===== config.mk =====
export PLATFORM = sky130hd
export DESIGN_NAME = uart_tx_arbiter
export DESIGN_NICKNAME = d
export VERILOG_FILES = /design/src/rtl/uart_pkg.sv /design/src/rtl/rr_picker.sv /design/src/rtl/uart_tx_arbiter.sv
export SDC_FILE = /design/constraint.sdc
export NUM_CORES = 1
export LEC_CHECK = 0
export ABC_AREA = 0
export BUFFER_PORTS_ARGS = -buffer_cell sky130_fd_sc_hd__clkbuf_2
export CAP_MARGIN = 20
export CORE_MARGIN = 8
export CORE_UTILIZATION = 38
export CTS_CLUSTER_DIAMETER = 50
export DETAILED_ROUTE_END_ITERATION = 7
export HOLD_SLACK_MARGIN = 0.06
export PLACE_DENSITY = 0.82
export SETUP_SLACK_MARGIN = 0.3
export SYNTH_ARGS = -nofsm -noshare
export SYNTH_HDL_FRONTEND = slang
export SYNTH_SLANG_ARGS = --single-unit

===== constraint.sdc =====
create_clock -name clk -period 1.65 [get_ports clk]
set_input_delay 0.0825 -clock clk [delete_from_list [all_inputs] [get_ports clk]]
set_output_delay 0.0825 -clock clk [all_outputs]
set_load 0.03 [all_outputs]

===== src/rtl/uart_pkg.sv =====
// Shared types and helpers for the UART transmit-side blocks.
package uart_pkg;

  typedef enum logic {ARB_IDLE = 1'b0, ARB_BUSY = 1'b1} arb_state_t;

  localparam int UART_DBIT = 8;

  // Index width for n items; never narrower than one bit.
  function automatic int clog2(input int n);
    int w;
    w = 1;
    for (int i = 1; i < 31; i++) begin
      if ((1 << i) < n) w = i + 1;
    end
    return w;
  endfunction

endpackage


===== src/rtl/rr_picker.sv =====
// Round-robin picker: first set bit of req strictly after ptr, wrapping modulo N.
module rr_picker
  import uart_pkg::*;
#(
  parameter int N  = 4,
  parameter int IW = clog2(N)
) (
  input  logic [N-1:0]  req,
  input  logic [IW-1:0] ptr,
  output logic          found,
  output logic [IW-1:0] idx
);

  always_comb begin
    logic [IW-1:0] cand;
    cand  = '0;
    found = 1'b0;
    idx   = '0;
    for (int k = 1; k <= N; k++) begin
      cand = IW'((int'(ptr) + k) % N);
      if (!found && req[cand]) begin
        found = 1'b1;
        idx   = cand;
      end
    end
  end

endmodule


===== src/rtl/uart_tx_arbiter.sv =====
// Round-robin, packet-locked arbiter sharing the UART TX FIFO write port among NREQ requesters.
// Optional idle-owner timeout release is enabled by defining UART_TX_ARB_TIMEOUT_EN.
module uart_tx_arbiter
  import uart_pkg::*;
#(
  parameter  int NREQ      = 4,
  parameter  int DBIT      = UART_DBIT,
  parameter  int TO_CYCLES = 1024,
  parameter  int TO_W      = 11,
  localparam int IW        = clog2(NREQ)
) (
  input  logic               clk,
  input  logic               reset_n,
  input  logic [NREQ-1:0]    req_valid,
  input  logic [NREQ-1:0]    req_last,
  input  logic [NREQ*DBIT-1:0] req_data,
  output logic [NREQ-1:0]    req_ready,
  input  logic               tx_full,
  output logic               wr_uart,
  output logic [DBIT-1:0]    w_data,
  output logic               busy,
  output logic [IW-1:0]      grant_id,
  output logic               timeout_pulse
);

  if ((1 << TO_W) <= TO_CYCLES) begin : g_to_w_check
    $error("TO_W is too narrow to count to TO_CYCLES");
  end

  arb_state_t    state_q, state_d;
  logic [IW-1:0] grant_q, grant_d;
  logic [IW-1:0] ptr_q, ptr_d;
  logic          pick_found;
  logic [IW-1:0] pick_idx;
  logic          own_valid, own_last, xfer, to_hit;

  rr_picker #(.N(NREQ), .IW(IW)) u_picker (
    .req   (req_valid),
    .ptr   (ptr_q),
    .found (pick_found),
    .idx   (pick_idx)
  );

  assign own_valid = req_valid[grant_q];
  assign own_last  = req_last[grant_q];
  assign xfer      = (state_q == ARB_BUSY) && own_valid && !tx_full;

  always_comb begin
    req_ready = '0;
    if (state_q == ARB_BUSY && !tx_full) req_ready[grant_q] = 1'b1;
  end

  assign wr_uart  = xfer;
  assign w_data   = xfer ? req_data[grant_q*DBIT +: DBIT] : '0;
  assign busy     = (state_q == ARB_BUSY);
  assign grant_id = grant_q;

`ifdef UART_TX_ARB_TIMEOUT_EN
  // Counts owner-idle cycles only; a full FIFO with valid held is not idleness.
  logic [TO_W-1:0] idle_cnt_q, idle_cnt_d;
  logic            pulse_q, pulse_d;

  assign to_hit = (state_q == ARB_BUSY) && !own_valid &&
                  (idle_cnt_q == TO_W'(TO_CYCLES - 1));

  always_comb begin
    idle_cnt_d = idle_cnt_q + 1'b1;
    if (state_q != ARB_BUSY || own_valid || to_hit) idle_cnt_d = '0;
    pulse_d = to_hit;
  end

  assign timeout_pulse = pulse_q;
`else
  assign to_hit        = 1'b0;
  assign timeout_pulse = 1'b0;
`endif

  always_comb begin
    state_d = state_q;
    grant_d = grant_q;
    ptr_d   = ptr_q;
    case (state_q)
      ARB_IDLE: begin
        if (pick_found) begin
          state_d = ARB_BUSY;
          grant_d = pick_idx;
        end
      end
      ARB_BUSY: begin
        if ((xfer && own_last) || to_hit) begin
          state_d = ARB_IDLE;
          ptr_d   = grant_q;
        end
      end
      default: state_d = ARB_IDLE;
    endcase
  end

  always_ff @(posedge clk or negedge reset_n) begin
    if (!reset_n) begin
      state_q    <= ARB_IDLE;
      grant_q    <= '0;
      ptr_q      <= IW'(NREQ - 1);
`ifdef UART_TX_ARB_TIMEOUT_EN
      idle_cnt_q <= '0;
      pulse_q    <= 1'b0;
`endif
    end else begin
      state_q    <= state_d;
      grant_q    <= grant_d;
      ptr_q      <= ptr_d;
`ifdef UART_TX_ARB_TIMEOUT_EN
      idle_cnt_q <= idle_cnt_d;
      pulse_q    <= pulse_d;
`endif
    end
  end

endmodule


======== After elaboration in Yosys (flattened, before gate mapping) ========
Index checks and enable logic that the tools add are counted.
word-level totals
  word-level logic and storage cells ...... 56
  bits in registers ....................... 5
  input port bits ......................... 43
  output and inout port bits .............. 17
cells by class
  $add $sub $neg .......................... 4
  reductions and logical operators ........ 14
  $lt $le $gt $ge ......................... 6
  shift-type cells ........................ 1
  bitwise gates (word level) .............. 1
  muxes and demuxes ....................... 27
operator list
  operator                                                                             count
  32-bit by 6-bit variable part select with 8-bit output                               1
  2-bit by 3-bit less-than comparator with 1-bit output, second input constant         5
  1-bit two-way mux                                                                    13
  1-bit binary-select mux with 2-bit select                                            6
  1-bit logical AND                                                                    8
  2-bit two-way mux                                                                    4
  8-bit two-way mux                                                                    1
  2-bit by 1-bit adder with 2-bit output, second input constant                        2
  2-bit adder, second input constant                                                   2
  1-bit logical NOT                                                                    4
  4-bit two-way mux                                                                    1
  2-bit AND reduction                                                                  2
  1-bit demux with 2-bit select                                                        1
  2-bit by 1-bit greater-or-equal comparator with 1-bit output, second input constant  1
  1-bit one-hot mux with 2 select lines                                                1
  1-bit inverter                                                                       1

======== Depth between registers and ports, before layout ========
Gate-level depths: netlist of the first run.
  depth in word-level cells ............... 15
  depth in mapped cells ................... 5
  depth with buffers taken out ............ 4

======== Hierarchy ========
From an unflattened synthesis of the first run, not the netlist that was laid out.
unflattened totals
  cells, all modules ...................... 73
  area total of the unflattened synthesis .. 735.7 sq um
by module, submodules not included
  module           area each (sq um)  seq. area each (sq um)  times used  cells each
  uart_tx_arbiter  644.4              127.6                   1           59
  rr_picker        91.3               0.0                     1           14

======== Worst setup path before layout of the first run ========
OpenSTA, ideal clock, no wires.
  path kind ............................... flip-flop to output port
  from .................................... register grant_q[1], in the netlist grant_id[1]
  to ...................................... output port req_ready[2]
  data required time ...................... 1567 ps
  arrival ................................. 1724 ps
  cell stages (with the launch flop) ...... 5
  slack ................................... -156 ps
  buffers on the path ..................... 2
  cells stage by stage .................... dfrtp_1 buf_2 buf_2 inv_1 nor3_1
on the way
  word-level cells in the longest chain between the ends .. 5
  elaborated cells between the ends (all ways) .. 6
RTL lines
  what                                                                                                                                                                line                    text
  from (decl)                                                                                                                                                         uart_tx_arbiter.sv:31   logic [IW-1:0] grant_q, grant_d;
  from (signal assigned)                                                                                                                                              uart_tx_arbiter.sv:110  grant_q <= grant_d;
  2-bit by 3-bit less-than comparator with 1-bit output (not written as such) / 2-bit by 1-bit greater-or-equal comparator with 1-bit output (equally long branches)  uart_tx_arbiter.sv:50   if (state_q == ARB_BUSY && !tx_full) req_ready[grant_q] = 1'b1;
  1-bit logical AND (not written as such)                                                                                                                             uart_tx_arbiter.sv:50
  1-bit two-way mux (not written as such)                                                                                                                             uart_tx_arbiter.sv:50
  1-bit demux with 2-bit select (*)                                                                                                                                   uart_tx_arbiter.sv:50
  4-bit two-way mux (*)                                                                                                                                               uart_tx_arbiter.sv:50
  to (decl)                                                                                                                                                           uart_tx_arbiter.sv:17   output logic [NREQ-1:0] req_ready,
Mark *: on every way between the ends. The rest lies on a longest branch, timed or not.

======== Final worst setup path of the first run ========
  from .................................... register grant_q[0], in the netlist grant_id[0]
  to ...................................... output port w_data[3]
on the way
  word-level cells in the longest chain between the ends .. 5
  elaborated cells between the ends (all ways) .. 6
RTL lines
  what                                                                                            line                   text
  branches (longest 4 deep; another with 32-bit by 6-bit variable part select with 8-bit output)  -
  8-bit two-way mux (*)                                                                           uart_tx_arbiter.sv:54  assign w_data = xfer ? req_data[grant_q*DBIT +: DBIT] : '0;
  to (decl)                                                                                       uart_tx_arbiter.sv:20  output logic [DBIT-1:0] w_data,
Mark *: on every way between the ends. The select of a mux whose other input is x is not followed.

==> results of run 1 <==
[path summary, 6_finish.rpt]
| path | from | endpoint | slack, ps | depth (start not counted) |
|---|---|---|---|---|
| min in group clk | tx_full | ptr_q[1]$_DFFE_PN1P_ | 250 | 4 |
| worst min register to register | ptr_q[0]$_DFFE_PN1P_ | grant_id[1]$_DFFE_PN0P_ | 660 | 2 |
| worst max register to register | grant_id[0]$_DFFE_PN0P_ | ptr_q[0]$_DFFE_PN1P_ | 140 | 5 |
| worst max-delay path | grant_id[0]$_DFFE_PN0P_ | w_data[3] | -180 | 4 |
| max in group asynchronous | reset_n | ptr_q[0]$_DFFE_PN1P_ | 1250 | 2 |
| worst min-delay path | reset_n | grant_id[1]$_DFFE_PN0P_ | 180 | 2 |
[through the flow]
step	worst slack, ps	util (%)
3_5_place_dp	150	60.9
5_1_grt	-214	80.3
3_3_place_gp	184	60.9
2_1_floorplan	102	-
6_report	-178	80.3
4_1_cts	-53.7	75.7
[worst max-delay path, stage by stage (launching register included)]
cell      delay (ps)
dfrtp_2          470
buf_6            160
mux4_2           520
nor2b_2          190
clkbuf_8         160
[layout by cell type, fill, tap and decap left out, types with 3 or more instances in the layout]
master / synthesis / final
nand2_1: 3 / 3
nor2b_4: 0 / 6
buf_4: 1 / 5
mux4_2: 8 / 8
buf_6: 1 / 4
buf_8: 0 / 6
clkbuf_2: 0 / 45
nor2_1: 4 / 3
clkbuf_8: 0 / 6
nand3_1: 3 / 3
clkbuf_4: 0 / 3
a21oi_1: 3 / 3
[kinds of logic (layout without fill, tap and decap cells)]
family	Yosys count	in the layout	synth area share [%]
compound gates	18	18	20.1
buf+inv	10	78	7.52
flops	5	5	17.8
mux	13	13	33.0
other cells	1	1	0.524
simple gates	27	27	21.0
[power by group through the flow]
stage	logic (W)	clock network (W)	registers (W)
6_report	0.00194	0.000142	0.000323
5_1_grt	0.00201	0.000148	0.000325
3_3_place_gp	0.00119	0	0.000332
4_1_cts	0.00167	0.000152	0.000301
3_5_place_dp	0.00122	0	0.000338
2_1_floorplan	0.000960	0	0.000302
[metal layers]
layer  vias up  part of all wire (%)  wire (um)  GRT usage, %
li1        413                     -          -             -
met1       490                    39       1680          20.6
met2       102                    48       2040          32.2
met3         8                    12        515          7.16
met4         0                   1.0         44          4.78
met5         -                     0          0             0
[registers in the layout (all words and copies together), names as in the netlist]
name / flops
grant_id: 2
busy: 1
ptr_q: 2
[layout make-up]
cell class	instances	share of cell area, %
Clock buffer	4	1.88
Inverter	4	1.43
Multi-Input combinational cell	59	45.4
Sequential cell	5	9.46
Tap cell	25	2.23
Timing Repair Buffer	70	39.6
[timing repair]
item | in CTS | in global routing
resized for setup | 38 | 15
setup buffers | 5 | 2
pin swaps | 3 | 1
hold buffers | 1 | 0
hold endpoints to repair | 5 | 0
endpoints found under the setup margin | 13 | 16
cloned | 0 | 1
==> results by group, run 1 <==
Clock tree
  – Root Buffer: clkbuf_4
  – CTS tree: done
  – Worst skew pair latency: between 200 and 250 ps
  – Clock transition at path regs: about 40 ps
  – # H-tree levels: 1
  – Total CTS buffers: 3
  – # clock sinks: 5
  – Clock tree buffer depth: 2

Detailed routing
  – Drt drc: 0
  – DR iter-0 viols: 67
  – Average wire per standard cell: 25.6 um
  – Routed wire length: approximately 4.3 mm
  – Routed vias/inst: roughly 6.1
  – Initial DRT Pass Iterations: 4
  – Final antenna-violating net count: 0
  – Via count: between 1000 and 1500

Worst setup path
  – Worst Path Max Fanout: 5
  – CP Data Required Time: 1570 ps
  – CP arrival: around 1800 ps
  – CP Class: register to output pin
  – Critical Path Start Type: register
  – CP Capture Type: output pin

Hold path
  – HP Class: input port to async pin

Placed design
  – GPL Wtd Cong: 0.852
  – Placed Instance Area: roughly 1100 um2
  – Post-DP HPWL: around 2.3 mm
  – Port Buffers: 58
  – Placed instance count: roughly 150

Power and ir drop
  – Leakage power: a little under 0.7 nW
  – Clock Power Share: a little under 6%
  – Sw frac: between 40% and 50%
  – Max rail drop VDD: just over 900 uV
  – Power Total: roughly 0.0024 W
  – Comb power frac: just over 80%
  – P_sw: roughly 0.0011 W
  – Sequential power share: between 10% and 20%
  – Pwr dens: 1720 nW/um2
  – Pint: around 0.0013 W

Layout
  – Final Non-Filler Cells: approximately 170
  – Layout area overhead: 95.8%
  – Area of the multi-input gates: approximately 640 um2
  – Post-Layout Inst Area: between 1000 and 1500 um2
  – Filler Cell Count: 114
  – Share of cells above drive strength 1: between 70% and 80%
  – Final net count: between 150 and 200
  – # diodes: 0
  – FF/Latch Area: between 100 and 150 um2

Outcome
  – Status: complete, but fails checks
  – Failing checks: setup timing

Global routing
  – Total track usage: around a fifth
  – Initial antenna violation count: 0
  – Largest net degree at the start of global routing: 13
  – Gr ovfl total: 0
  – First-pass GRT wire length: between 5 and 6 mm
  – Vias in the first global route: 960

Floorplan
  – Core area: roughly 1700 um2
  – Die height: just under 60 um
  – # IOs: 60
  – Starting density of the core: between 40% and 50%
  – Rows: 15
  – Die W: about 60 um
  – Die footprint: 3530 um2

STA
  – Final worst slack: -178 ps
  – FMAX: 547 MHz
  – Final hold slack: between 150 and 200 ps
  – Final hold viol count: 0
  – Slew Viols, Final: 0
  – Setup TNS: -1080 ps
  – Final Critical Period: between 1500 and 2000 ps
  – Clk_skew: ~2 ps
  – RSZ-0062 raised after global routing: yes
  – Final period utilization: 111%
  – Finish-stage setup viols: 9

Yosys
  – Synth Register Bits: 5
  – Ys Warns: 0
  – Mapped Area: slightly above 700 um2
  – Synth area leader: mux4_2
  – Synth top area share: between 20% and 30%
  – Register area share after synthesis: approximately 18%
  – Mapped Cells: 74
  – Synth cell count leaders: nor2b_1 (9), mux4_2 (8), buf_2 (4), inv_1 (4), nor2_1 (4)
  – Post-Syn Nets: 117
  – Mean Syn Cell Area: between 9 and 10 um2
  – Top-count cell post-synth: nor2b_1
  – Most common flop cell mapped by yosys: dfrtp_1
  – Synth cell types: 32
  – Async S/R FF share, synth: 100%
  – Synth area leaders: mux4_2 (25%), dfrtp_1 (10%), nor2b_1 (7.9%)
  – Number of flops mapped to enable cells by yosys: 0

Run
  – Max Cap Viol: 0
No activity file was read; power rests on OpenSTA's default activity.
==> run 2: changes to the inputs <==
--- a/config.mk
+++ b/config.mk
@@ -6,14 +6,14 @@
 export NUM_CORES = 1
 export LEC_CHECK = 0
 export ABC_AREA = 0
-export BUFFER_PORTS_ARGS = -buffer_cell sky130_fd_sc_hd__clkbuf_2
 export CAP_MARGIN = 20
 export CORE_MARGIN = 8
-export CORE_UTILIZATION = 38
+export CORE_UTILIZATION = 55
 export CTS_CLUSTER_DIAMETER = 50
 export DETAILED_ROUTE_END_ITERATION = 7
+export DONT_BUFFER_PORTS = 1
 export HOLD_SLACK_MARGIN = 0.06
-export PLACE_DENSITY = 0.82
+export PLACE_DENSITY = 0.73
 export SETUP_SLACK_MARGIN = 0.3
 export SYNTH_ARGS = -nofsm -noshare
 export SYNTH_HDL_FRONTEND = slang
==> results by group, run 2 (same netlist as run 1, synthesis figures left out) <==
Floorplan
  – Die footprint: approximately 2700 um2
  – Die W: 52.1 um
  – Starting density of the core: 57.1%
  – Core area: 1250 um2
  – # IOs: 60
  – Die height: 52.1 um
  – Rows: 13

Power and ir drop
  – Pwr dens: roughly 2000 nW/um2
  – Max rail drop VDD: roughly 1300 uV
  – Leakage power: 0.434 nW

STA
  – Final Critical Period: 1700 ps
  – Final period utilization: 103%
  – Final worst slack: -45.5 ps
  – Final hold viol count: 0
  – FMAX: around 600 MHz
  – Finish-stage setup viols: 4
  – Clk_skew: ~2.2 ps
  – Slew Viols, Final: 0
  – RSZ-0062 raised after global routing: yes

Placed design
  – Post-DP HPWL: between 1.5 and 2 mm
  – Port Buffers: 0
  – Placed instance count: 89
  – Setup WS pre-CTS: roughly 180 ps
  – GPL Wtd Cong: 0.725

Worst setup path
  – Reg2Reg Setup Slack: about 120 ps
  – CP Data Required Time: approximately 1600 ps
  – Crit path max-delay family: simple AND/OR/NAND/NOR gates
  – CP Class: register to output pin
  – Reg2reg end: ptr_q[0]$_DFFE_PN1P_
  – Reg2reg path depth: 5
  – Reg-to-reg critical path startpoint: grant_id[0]$_DFFE_PN0P_
  – CP Cell Sequence: mux2i_2, nor3_4, a31oi_4, buf_6, nor2b_4
  – Worst Path Max Fanout: 5
  – Slowest cell on crit path: dfrtp_2
  – CP arrival: around 1600 ps
  – Buffers and inverters on the worst path: 1
  – CP Capture Type: output pin
  – Slowest stage delay, CP: ~450 ps
  – Critical Path Start Type: register

Hold path
  – Hold path start: req_valid[2]
  – HP Class: input port to register
  – Hold Crit Endpoint: busy$_DFF_PN0_
  – Hold Path Stages: 2

Detailed routing
  – DR iter-0 viols: 24
  – Drt drc: 0
  – Average wire per standard cell: about 27 um
  – Via count: around 730
  – Routed wire length: ~2.8 mm
  – Final antenna-violating net count: 0
  – Initial DRT Pass Iterations: 4
  – Routed vias/inst: 6.92

Global routing
  – Total track usage: a little under a fifth
  – GR met1 Demand/Resource: between 10% and 20%
  – M2 GR Usage: about 36%
  – Gr ovfl total: 0
  – First-pass GRT wire length: roughly 3.9 mm
  – Initial antenna violation count: 0
  – Met3 usage: 7.41%
  – Vias in the first global route: between 700 and 800
  – GRT Max-Usage Layer: met2
  – Largest net degree at the start of global routing: 13

Layout
  – Commonest non-fill, non-tap cells in the layout: buf_4 (11), mux4_2 (8), nor2b_4 (8), buf_6 (4)
  – Final net count: between 100 and 150
  – Layout area overhead: 43.0%
  – Filler Cell Count: between 70 and 80
  – Area of the multi-input gates: approximately 670 um2
  – Most common cell after layout, fill and taps aside: buf_4
  – # diodes: 0
  – Final Non-Filler Cells: approximately 110
  – FF/Latch Area: roughly 130 um2
  – Share of cells above drive strength 1: ~61%

Clock tree
  – Clock tree buffer depth: 2
  – Root Buffer: clkbuf_4
  – Clock transition at path regs: ~50 ps
  – # H-tree levels: 1
  – Worst skew pair latency: around 240 ps
  – Total CTS buffers: 3
  – CTS tree: done
  – # clock sinks: 5

Outcome
  – Failing checks: setup timing
  – Status: complete, but fails checks

Run
  – Max Cap Viol: 0
## run 2: changes by cell type in the layout (fill, tap and decap cells not counted), moves of 2 or more
cell / before / now
buf_4: 5 / 11
buf_8: 6 / 0
clkbuf_2: 45 / 0
clkbuf_8: 6 / 0
nor2b_2: 2 / 0
nor2b_4: 6 / 8
## run 2: metal layers
metal  routed length [um]  part of all wire (%)
met1                  913                    32
met2                 1490                    53
met3                  338                    12
met4                   96                   3.4
met5                    0                     0
## run 2: power by group
group          total, W  switching, W  leakage [nW]  internal [W]
Clock          0.000152     0.0000595        0.0150     0.0000921
Combinational   0.00158      0.000838         0.367      0.000744
Sequential     0.000294     0.0000919        0.0513      0.000202
Total           0.00203      0.000989         0.434       0.00104
## run 2: worst max-delay path by stage
stage / startpoint / end / slack (ps) / cells after the start
2_1_floorplan: grant_id[0]$_DFFE_PN0P_ / wr_uart / 100 / 5
3_3_place_gp: grant_id[0]$_DFFE_PN0P_ / wr_uart / 220 / 3
3_5_place_dp: grant_id[0]$_DFFE_PN0P_ / wr_uart / 180 / 3
4_1_cts: grant_id[0]$_DFFE_PN0P_ / w_data[4] / 20 / 5
5_1_grt: grant_id[0]$_DFFE_PN0P_ / w_data[4] / -100 / 5
6_report: grant_id[0]$_DFFE_PN0P_ / w_data[4] / -50 / 5
## run 2: area by class of cell
| class | count | share of cell area [%] |
|---|---|---|
| tap | 15 | 1.83 |
| timing repair buffer | 17 | 15.4 |
| sequential | 5 | 13.0 |
| clock buffer | 4 | 2.57 |
| multi-input combinational | 60 | 65.0 |
| inverter | 4 | 2.20 |
## run 2: per-stage QoR
step	util [%]	power [W]	hold slack, ps	setup TNS (ps)	area, um2
after floorplan	-	0.00126	-213	0	758
after global placement	62.5	0.00139	-213	0	783
after detailed placement	62.5	0.00141	-213	0	783
after CTS	77.6	0.00190	70.2	0	972
after global routing	81.7	0.00213	93.8	-582	1020
final	81.7	0.00203	84.0	-157	1020
## run 2: repair_timing
action / CTS / global route
setup endpoints to repair: 13 / 17
hold buffers: 1 / 0
cloned: 1 / 0
endpoints found under the hold margin: 5 / 0
pin swaps: 4 / 5
gates resized for setup: 23 / 7
buffers inserted: 6 / 4
==> run 3: changes to the inputs <==
==> constraint.sdc (replaced) <==
create_clock -name clk -period 1.95 [get_ports clk]
set_input_delay 0.0975 -clock clk [delete_from_list [all_inputs] [get_ports clk]]
set_output_delay 0.0975 -clock clk [all_outputs]
set_load 0.03 [all_outputs]
==> results by group, run 3 (same netlist as run 1, synthesis figures left out) <==
Detailed routing
  – Drt drc: 0
  – Routed wire length: 2.35 mm
  – Routed vias/inst: 6.55
  – DR iter-0 viols: 16
  – Via count: 688
  – Final antenna-violating net count: 0
  – Initial DRT Pass Iterations: 4
  – Average wire per standard cell: 22.4 um

Worst setup path
  – Reg-to-reg critical path startpoint: grant_id[0]$_DFFE_PN0P_
  – Reg2reg end: ptr_q[0]$_DFFE_PN1P_
  – CP Cell Sequence: buf_4, mux4_2, nor2b_1, buf_4
  – Critical Path Start Type: register
  – Reg2reg path depth: 6
  – Crit. Startpoint: grant_id[0]$_DFFE_PN0P_
  – Worst Path Max Fanout: 6
  – WP depth: 4
  – Slowest stage delay, CP: 470 ps
  – CP arrival: 1620 ps
  – Buffers and inverters on the worst path: 2
  – Crit path to: w_data[4]
  – Reg2Reg Setup Slack: 350 ps
  – Most Frequent Cell on Critical Path: buf_4
  – Crit path max-delay family: multiplexers
  – Slowest cell on crit path: mux4_2
  – CP Capture Type: output pin
  – CP Data Required Time: about 1900 ps
  – CP Class: register to output pin

STA
  – Finish-stage setup viols: 0
  – Clk_skew: between 1 and 1.5 ps
  – Setup TNS: 0 ps
  – RSZ-0062 raised after global routing: yes
  – Final hold slack: 83.0 ps
  – Slew Viols, Final: 0
  – Final period utilization: roughly nine tenths
  – Final hold viol count: 0
  – FMAX: around 580 MHz
  – Final Critical Period: 1720 ps

Placed design
  – GPL Wtd Cong: between 0.8 and 0.9
  – Post-DP HPWL: ~1.8 mm
  – Port Buffers: 0

Layout
  – Most common cell after layout, fill and taps aside: buf_4
  – Commonest non-fill, non-tap cells in the layout: buf_4 (13), mux4_2 (8), nor2b_1 (5)
  – Share of cells above drive strength 1: 48.9%
  – # diodes: 0
  – Layout area overhead: 30.8%
  – Final net count: roughly 130
  – Post-layout util: 74.7%

Global routing
  – Initial antenna violation count: 0
  – Gr ovfl total: 0
  – Vias in the first global route: 692
  – First-pass GRT wire length: approximately 3.4 mm
  – Total track usage: about 17%
  – Largest net degree at the start of global routing: 11

Floorplan
  – Die W: roughly 52 um
  – # IOs: 60
  – Starting density of the core: a little under three fifths
  – Core area: between 1000 and 1500 um2
  – Die footprint: approximately 2700 um2
  – Die height: 52.1 um
  – Rows: 13

Power and ir drop
  – Pwr dens: 1630 nW/um2
  – Power Total: 0.00153 W
  – Leakage power: between 0.4 and 0.5 nW
  – Max rail drop VDD: between 600 and 700 uV

Hold path
  – HP Class: input port to register

Clock tree
  – Total CTS buffers: 3
  – # clock sinks: 5
  – CTS tree: done
  – Clock tree buffer depth: 2
  – Worst skew pair latency: 250 ps
  – # H-tree levels: 1
  – Clock transition at path regs: roughly 50 ps
  – Root Buffer: clkbuf_4

Outcome
  – Status: finished, final reports clean

Run
  – Max Cap Viol: 0
## run 3: report_power, final
part | switching, W | internal (W) | total, W
clock | 0.0000500 | 0.0000779 | 0.000128
sequential | 0.0000749 | 0.000164 | 0.000239
combinational | 0.000601 | 0.000559 | 0.00116
## run 3: worst min path at each step
stage,from,endpoint,depth (start not counted)
after floorplan,reset_n,busy$_DFF_PN0_,0
after global placement,reset_n,busy$_DFF_PN0_,0
after detailed placement,reset_n,busy$_DFF_PN0_,0
after CTS,req_valid[0],grant_id[0]$_DFFE_PN0P_,2
after global routing,req_valid[0],grant_id[0]$_DFFE_PN0P_,2
final,req_valid[0],grant_id[0]$_DFFE_PN0P_,2
## run 3: cell type report
class	instances	area (um2)
fillers	89	317
flip-flops and latches	5	129
clock buffers	4	26.3
well taps	15	18.8
repair buffers	17	159
multi-input cells	60	588
inverters	4	15.0
## run 3: metrics by stage
step           instance area [um2]  cells  setup slack [ps]
3_5_place_dp                   811     95               282
4_1_cts                        886    104               228
3_3_place_gp                   811     95               322
2_1_floorplan                  728     74               261
5_1_grt                        936    105               176
6_report                       936    105               234
## run 3: what timing repair did
| item | in CTS | in global routing |
|---|---|---|
| hold buffers | 1 | 0 |
| resized for setup | 2 | 7 |
| setup endpoints to repair | 10 | 9 |
| hold endpoints to repair | 5 | 0 |
| pin swaps | 1 | 0 |
| setup buffers | 3 | 1 |
| cloned | 1 | 0 |
## run 3: routing by layer
metal	vias to the layer above	track usage, %	share of wire, %	wire [um]
li1	314	-	-	-
met1	316	17.1	30	716
met2	56	27.8	52	1220
met3	2	6.84	16	385
met4	0	8.85	1.3	31
met5	-	0	0	0
